[src/rtl/farrow_phase_ctrl_if.sv]
`default_nettype none
// ============================================================================
// Module  : farrow_phase_ctrl_if
// Brief   : Sample-in / window-out valid-ready bundle of the Farrow phase controller
// Revision: 1.0
// ============================================================================
interface farrow_phase_ctrl_if #(
    parameter int BITS = 16,
    parameter int TAPS = 6
);
    logic                 s_valid;
    logic                 s_ready;
    logic [BITS-1:0]      s_data;
    logic                 m_valid;
    logic                 m_ready;
    logic [TAPS*BITS-1:0] m_window;
    logic [BITS-1:0]      mu;

    // master: the controller itself; slave: sample source plus datapath
    modport master (
        input  s_valid, s_data, m_ready,
        output s_ready, m_valid, m_window, mu
    );

    modport slave (
        output s_valid, s_data, m_ready,
        input  s_ready, m_valid, m_window, mu
    );
endinterface
`default_nettype wire

[src/rtl/farrow_phase_ctrl.sv]
`default_nettype none
// ============================================================================
// Module  : farrow_phase_ctrl
// Brief   : Flow-controlled sample window and fractional phase sequencer for Farrow
// Revision: 1.0
// ============================================================================
module farrow_phase_ctrl #(
    parameter int          BITS     = 16,
    parameter int          TAPS     = 6,
    parameter int          INT_BITS = 4,
    parameter int unsigned STEP     = 32'h0_8000
) (
    input  wire                 clk,
    input  wire                 rst_n,
    input  wire                 flush,
    farrow_phase_ctrl_if.master bus
);
    localparam int              c_w    = INT_BITS + BITS;
    localparam int              c_cw   = $clog2(TAPS + 1);
    localparam logic [c_w-1:0]  c_step = c_w'(STEP);

    if (TAPS < 2) begin : g_bad_taps
        $error("farrow_phase_ctrl: TAPS must be at least 2");
    end

    if ((STEP == 0) || (64'(STEP) > ((64'd1 << c_w) - (64'd1 << BITS)))) begin : g_bad_step
        $error("farrow_phase_ctrl: STEP out of range 0 < STEP <= 2^(INT_BITS+BITS)-2^BITS");
    end

    typedef enum logic [1:0] {
        ST_FILL    = 2'd0,
        ST_EMIT    = 2'd1,
        ST_ADVANCE = 2'd2
    } state_t;

    state_t               r_state,    w_state_nxt;
    logic [c_w-1:0]       r_acc,      w_acc_nxt;
    logic [c_cw-1:0]      r_fill_cnt, w_fill_nxt;
    logic [INT_BITS-1:0]  r_pend,     w_pend_nxt;
    logic [TAPS*BITS-1:0] r_window,   w_window_nxt;
    logic [BITS-1:0]      r_mu,       w_mu_nxt;
    logic                 r_m_valid,  w_m_valid_nxt;

    logic                 w_s_ready;
    logic                 w_accept;
    logic [c_w-1:0]       w_sum;
    logic [TAPS*BITS-1:0] w_shifted;

    assign w_s_ready = ((r_state == ST_FILL) || (r_state == ST_ADVANCE)) && !flush;
    assign w_accept  = bus.s_valid && w_s_ready;
    // acc holds only a fraction between outputs, so this sum cannot wrap
    assign w_sum     = r_acc + c_step;
    assign w_shifted = {r_window[(TAPS-1)*BITS-1:0], bus.s_data};

    always_ff @(posedge clk or negedge rst_n) begin
        if (!rst_n) begin
            r_state    <= ST_FILL;
            r_acc      <= '0;
            r_fill_cnt <= '0;
            r_pend     <= '0;
            r_window   <= '0;
            r_mu       <= '0;
            r_m_valid  <= 1'b0;
        end else begin
            r_state    <= w_state_nxt;
            r_acc      <= w_acc_nxt;
            r_fill_cnt <= w_fill_nxt;
            r_pend     <= w_pend_nxt;
            r_window   <= w_window_nxt;
            r_mu       <= w_mu_nxt;
            r_m_valid  <= w_m_valid_nxt;
        end
    end

    always_comb begin
        w_state_nxt  = r_state;
        w_acc_nxt    = r_acc;
        w_fill_nxt   = r_fill_cnt;
        w_pend_nxt   = r_pend;
        w_window_nxt = r_window;
        w_mu_nxt     = r_mu;

        if (flush) begin
            // mu is left alone: it only ever changes when a new output is issued
            w_state_nxt  = ST_FILL;
            w_acc_nxt    = '0;
            w_fill_nxt   = '0;
            w_pend_nxt   = '0;
            w_window_nxt = '0;
        end else begin
            unique case (r_state)
                ST_FILL: begin
                    if (w_accept) begin
                        w_window_nxt = w_shifted;
                        w_fill_nxt   = r_fill_cnt + c_cw'(1);
                        if (r_fill_cnt == c_cw'(TAPS - 1)) begin
                            w_state_nxt = ST_EMIT;
                            w_mu_nxt    = r_acc[BITS-1:0];
                        end
                    end
                end
                ST_EMIT: begin
                    if (r_m_valid && bus.m_ready) begin
                        if (w_sum[c_w-1:BITS] == '0) begin
                            w_acc_nxt = w_sum;
                            w_mu_nxt  = w_sum[BITS-1:0];
                        end else begin
                            w_pend_nxt  = w_sum[c_w-1:BITS];
                            w_acc_nxt   = {{INT_BITS{1'b0}}, w_sum[BITS-1:0]};
                            w_state_nxt = ST_ADVANCE;
                        end
                    end
                end
                ST_ADVANCE: begin
                    if (w_accept) begin
                        w_window_nxt = w_shifted;
                        w_pend_nxt   = r_pend - INT_BITS'(1);
                        if (r_pend == INT_BITS'(1)) begin
                            w_state_nxt = ST_EMIT;
                            w_mu_nxt    = r_acc[BITS-1:0];
                        end
                    end
                end
                default: begin
                    w_state_nxt = ST_FILL;
                end
            endcase
        end

        w_m_valid_nxt = (w_state_nxt == ST_EMIT);
    end

    assign bus.s_ready  = w_s_ready;
    assign bus.m_valid  = r_m_valid;
    assign bus.m_window = r_window;
    assign bus.mu       = r_mu;
endmodule
`default_nettype wire

[src/flat_wrapper.sv]
// flat-port wrapper written by rule: the top's interface ports become plain ports
module farrow_phase_ctrl_flat 
#(
    parameter int          BITS     = 16,
    parameter int          TAPS     = 6,
    parameter int          INT_BITS = 4,
    parameter int unsigned STEP     = 32'h0_8000
)
  (clk, rst_n, flush, bus_s_valid, bus_s_data, bus_m_ready, bus_s_ready, bus_m_valid, bus_m_window, bus_mu);
  farrow_phase_ctrl_if #(.BITS(BITS), .TAPS(TAPS)) bus_i ();
  input  wire clk;
  input  wire rst_n;
  input  wire flush;
  input wire logic [$bits(bus_i.s_valid)-1:0] bus_s_valid;
  input wire logic [$bits(bus_i.s_data)-1:0] bus_s_data;
  input wire logic [$bits(bus_i.m_ready)-1:0] bus_m_ready;
  output wire logic [$bits(bus_i.s_ready)-1:0] bus_s_ready;
  output wire logic [$bits(bus_i.m_valid)-1:0] bus_m_valid;
  output wire logic [$bits(bus_i.m_window)-1:0] bus_m_window;
  output wire logic [$bits(bus_i.mu)-1:0] bus_mu;
  assign bus_i.s_valid = bus_s_valid;
  assign bus_i.s_data = bus_s_data;
  assign bus_i.m_ready = bus_m_ready;
  assign bus_s_ready = bus_i.s_ready;
  assign bus_m_valid = bus_i.m_valid;
  assign bus_m_window = bus_i.m_window;
  assign bus_mu = bus_i.mu;
  farrow_phase_ctrl #(.BITS(BITS), .TAPS(TAPS), .INT_BITS(INT_BITS), .STEP(STEP)) u_core (.clk(clk), .rst_n(rst_n), .flush(flush), .bus(bus_i));
endmodule
[config.mk]
export PLATFORM = sky130hd
export DESIGN_NAME = farrow_phase_ctrl_flat
export DESIGN_NICKNAME = d
export VERILOG_FILES = /design/src/rtl/farrow_phase_ctrl_if.sv /design/src/rtl/farrow_phase_ctrl.sv /design/src/flat_wrapper.sv
export SDC_FILE = /design/constraint.sdc
export NUM_CORES = 1
export LEC_CHECK = 0
export BUFFER_PORTS_ARGS = -buffer_cell sky130_fd_sc_hd__buf_4
export CORE_MARGIN = 3
export CORE_UTILIZATION = 45
export DETAILED_ROUTE_END_ITERATION = 7
export PLACE_DENSITY = 0.69
export SLEW_MARGIN = 20
export SYNTH_ARGS = -nofsm -noshare
export SYNTH_HDL_FRONTEND = slang
export SYNTH_SLANG_ARGS = --single-unit
[constraint.sdc]
create_clock -name clk -period 2.3 [get_ports clk]
set_input_delay 0.46 -clock clk [delete_from_list [all_inputs] [get_ports clk]]
set_output_delay 0.46 -clock clk [all_outputs]
set_load 0.05 [all_outputs]
==> tab_implementation.tex <==
\begin{tabular}{lr}
\hline
Metric & Value \\
\hline
\multicolumn{2}{l}{\textbf{Layout}} \\
\quad Layout cell share with drive strength beyond 1 & 23.6\% \\
\quad Utilization after layout & 57.7\% \\
\quad Net total in the final layout & 670 \\
\quad Area growth from synthesis to layout & 23.6\% \\
\quad Final instance count without filler cells & 785 \\
\quad Antenna Cells & 0 \\
\quad Fillers & 995 \\
\multicolumn{2}{l}{\textbf{Timing}} \\
\quad Minimum clock period & 1.92 ns \\
\quad Setup repair after global routing missed its margin & no \\
\quad Max-slew violations & 0 \\
\quad Smallest hold slack & 0.0756 ns \\
\quad F\_max & 521 MHz \\
\quad Worst-Margin Slew & 0.674 ns \\
\quad Setup TNS & 0 ns \\
\quad Crit share post-route & 83.5\% \\
\quad Maximum clock skew at final layout & 0.0182 ns \\
\quad Final setup violation count & 0 \\
\quad Hold Violations, Final & 0 \\
\quad Relative slew slack & 55.1\% \\
\multicolumn{2}{l}{\textbf{Synth}} \\
\quad Average cell area after synthesis & 9.04 um2 \\
\quad Top cells by count, synth & sky130\_fd\_sc\_hd\_\_nand2\_1, sky130\_fd\_sc\_hd\_\_dfrtp\_1, sky130\_fd\_sc\_hd\_\_a21oi\_1 \\
\quad Predominant post-synthesis flop cell & sky130\_fd\_sc\_hd\_\_dfrtp\_1 \\
\quad Synthesized instance count & 541 \\
\quad Post-synthesis cell area & 4890 um2 \\
\quad Warning count from the yosys run & 0 \\
\quad Synth top area share & 57.3\% \\
\quad Number of synthesized flops with an enable pin & 0 \\
\quad Leading cell type by number of instances after synthesis & sky130\_fd\_sc\_hd\_\_nand2\_1 \\
\quad Netlist cell types & 43 \\
\quad Sequential element share of the synthesized area & 57.3\% \\
\quad Top cell type by total area after synthesis & sky130\_fd\_sc\_hd\_\_dfrtp\_1 \\
\quad Register bit count reported by yosys & 112 \\
\quad Post-synthesis async set-or-reset flop share & 100\% \\
\quad Top post-synthesis cells by area & sky130\_fd\_sc\_hd\_\_dfrtp\_1, sky130\_fd\_sc\_hd\_\_nand2\_1, sky130\_fd\_sc\_hd\_\_a21oi\_1, sky130\_fd\_sc\_hd\_\_buf\_4, sky130\_fd\_sc\_hd\_\_clkbuf\_1 \\
\multicolumn{2}{l}{\textbf{Critical path}} \\
\quad Crit path cell chain & ha\_1 -> nor4\_2 -> a41oi\_2 -> o21ai\_1 -> nor3b\_1 -> a2111oi\_2 \\
\quad Crit-path leading delay family & simple AND/OR/NAND/NOR gates \\
\quad Maximum fanout encountered on the critical timing path & 5 \\
\quad Worst Setup End Kind & register \\
\quad Required time of the critical path & 2.52 ns \\
\quad Sum of buffers and inverters on the critical path & 0 \\
\quad Crit-path max cell delay & 0.44 ns \\
\quad Arrival time at the worst endpoint & 2.14 ns \\
\quad Startpoint types & register \\
\quad CP Class & reg2reg \\
\quad Crit path max-delay cell type & sky130\_fd\_sc\_hd\_\_dfrtp\_1 \\
\multicolumn{2}{l}{\textbf{Clock tree}} \\
\quad CTS tree & yes \\
\quad Total setup buffers inserted after CTS & 0 \\
\quad Cell at the root of the clock tree & sky130\_fd\_sc\_hd\_\_clkbuf\_8 \\
\quad PostCTS Resize Cnt & 0 \\
\quad Clock transition at the registers of the reported paths & 0.12 ns \\
\quad Clock tree buffer depth & 2 \\
\quad Worst-skew pair later-pin latency & 0.36 ns \\
\quad Number of hold buffers added after cts & 0 \\
\quad Number of CTS-inserted buffers & 9 \\
\quad Count of H-tree levels built during CTS & 3 \\
\quad \# clock sinks & 112 \\
\multicolumn{2}{l}{\textbf{Drt}} \\
\quad Via/cell ratio & 5.06 \\
\quad Number of remaining DRC errors & 0 \\
\quad First DRT Iteration DRCs & 284 \\
\quad Number of vias after detailed routing & 3975 \\
\quad Antenna violation net count after detailed routing & 0 \\
\quad Wire length per cell & 14.6 um \\
\quad Router iterations before antenna repair & 4 \\
\quad Wire length reported by the detailed router & 11500 um \\
\multicolumn{2}{l}{\textbf{Floorplan}} \\
\quad Num rows & 37 \\
\quad Initial standard-cell utilization of the core & 46.7\% \\
\quad Die boundary height & 110 um \\
\quad Top-level I/O count & 135 \\
\quad Width of the die & 110 um \\
\quad Std-Cell Core Area & 10500 um2 \\
\quad Die footprint & 12200 um2 \\
\multicolumn{2}{l}{\textbf{Global routing}} \\
\quad Pin count of the biggest net entering global routing & 73 \\
\quad Global route overflow & 0 \\
\quad Number of global-route vias before repair & 3774 \\
\quad Wire length of the first global-routing pass & 18600 um \\
\quad All-layer global routing usage & 19.3\% \\
\quad Initial antenna violation count & 0 \\
\multicolumn{2}{l}{\textbf{Placed design}} \\
\quad Placer congestion estimate & 0.832 \\
\quad Cell total after placement & 769 \\
\quad Count of input and output buffers & 119 \\
\quad Post-detail-place hpwl & 7790 um \\
\multicolumn{2}{l}{\textbf{Power}} \\
\quad Post-route total power & 3.56 mW \\
\quad Ratio of total power to cell area & 589 nW/um2 \\
\quad Max rail drop VDD & 339 uV \\
\quad Static leakage & 2.83 nW \\
\multicolumn{2}{l}{\textbf{Run}} \\
\quad Number of max-cap violations & 0 \\
\multicolumn{2}{l}{\textbf{Outcome}} \\
\quad Outcome & complete, no violations \\
\multicolumn{2}{l}{\textbf{Hold path}} \\
\quad Hold/Removal Path Class & in2async \\
\hline
\end{tabular}
==> cell usage in the layout (no fill, tap or decap), types with 2 or more instances in the layout <==
cell type                  instances
sky130_fd_sc_hd__a21oi_1         103
sky130_fd_sc_hd__and2_1            5
sky130_fd_sc_hd__buf_12            3
sky130_fd_sc_hd__buf_4           126
sky130_fd_sc_hd__clkbuf_8          9
sky130_fd_sc_hd__clkinv_4          2
sky130_fd_sc_hd__conb_1           15
sky130_fd_sc_hd__dfrtp_1         112
sky130_fd_sc_hd__ha_1              5
sky130_fd_sc_hd__inv_1             4
sky130_fd_sc_hd__inv_6             3
sky130_fd_sc_hd__nand2_1         199
sky130_fd_sc_hd__nand3_1           6
sky130_fd_sc_hd__nor2_1           14
sky130_fd_sc_hd__nor2b_2           2
sky130_fd_sc_hd__o21ai_0           2
sky130_fd_sc_hd__o21ai_1           4
sky130_fd_sc_hd__xnor2_1           5
sky130_fd_sc_hd__xor2_1            3
==> metrics by stage <==
step,cell area [um2],setup slack [ns]
after floorplan,4940,0.312
after CTS,6040,0.385
after global routing,6040,0.167
after global placement,5860,0.463
after detailed placement,5860,0.384
final,6040,0.380
==> layout make-up <==
cell class	instances	area [um2]	share of cell area [%]
Tap cell	136	170	2.82
Multi-Input combinational cell	388	1870	30.9
Clock buffer	10	128	2.11
Sequential cell	112	2800	46.4
Inverter	4	15.0	0.248
Timing Repair Buffer	129	1010	16.6
Clock inverter	6	51.3	0.849
==> logic make-up after synthesis <==
logic type	after synthesis	synth area share, %
other cells	1	0.0767
simple gates	238	20.4
fa+ha+maj	5	1.28
compound gates	121	13.5
mux	1	0.205
flops	112	57.3
xor+xnor	8	1.43
buf+inv	55	5.83
==> layer usage <==
layer	wire length, um	up-vias	track usage [%]
li1	-	1940	-
met1	5330	1907	28.3
met2	5230	118	29.0
met3	797	10	4.54
met4	102	0	5.28
met5	0	-	0
==> worst paths after layout <==
check | from | to | slack, ns | cells after the start
max in group asynchronous | rst_n | u_core.bus.m_window[70]$_DFFE_PN0P_ | 1.55 | 2
hold reg to reg | u_core.bus.m_window[88]$_DFFE_PN0P_ | u_core.bus.m_window[88]$_DFFE_PN0P_ | 0.53 | 2
hold / removal | rst_n | u_core.bus.m_window[75]$_DFFE_PN0P_ | 0.08 | 1
setup reg to reg | u_core.r_acc[15]$_DFFE_PN0P_ | u_core.r_pend[3]$_DFFE_PN0P_ | 0.38 | 6
setup / recovery | u_core.r_acc[15]$_DFFE_PN0P_ | u_core.r_pend[3]$_DFFE_PN0P_ | 0.38 | 6
min in group clk | bus_s_data[1] | u_core.bus.m_window[1]$_DFFE_PN0P_ | 0.33 | 3
==> report_power, final <==
group / internal [mW] / switching, mW
logic: 0.110 / 0.339
registers: 2.00 / 0.0301
clock network: 0.411 / 0.665
total: 2.52 / 1.03
==> flip-flops by register name, summed over array words and instances (netlist names) <==
register and count:
u_core.bus.m_valid 1, u_core.bus.mu 1, u_core.r_pend 4, u_core.r_state 2, u_core.r_fill_cnt 3, u_core.r_acc 5, u_core.bus.m_window 96
No activity file was read; power rests on OpenSTA's default activity.
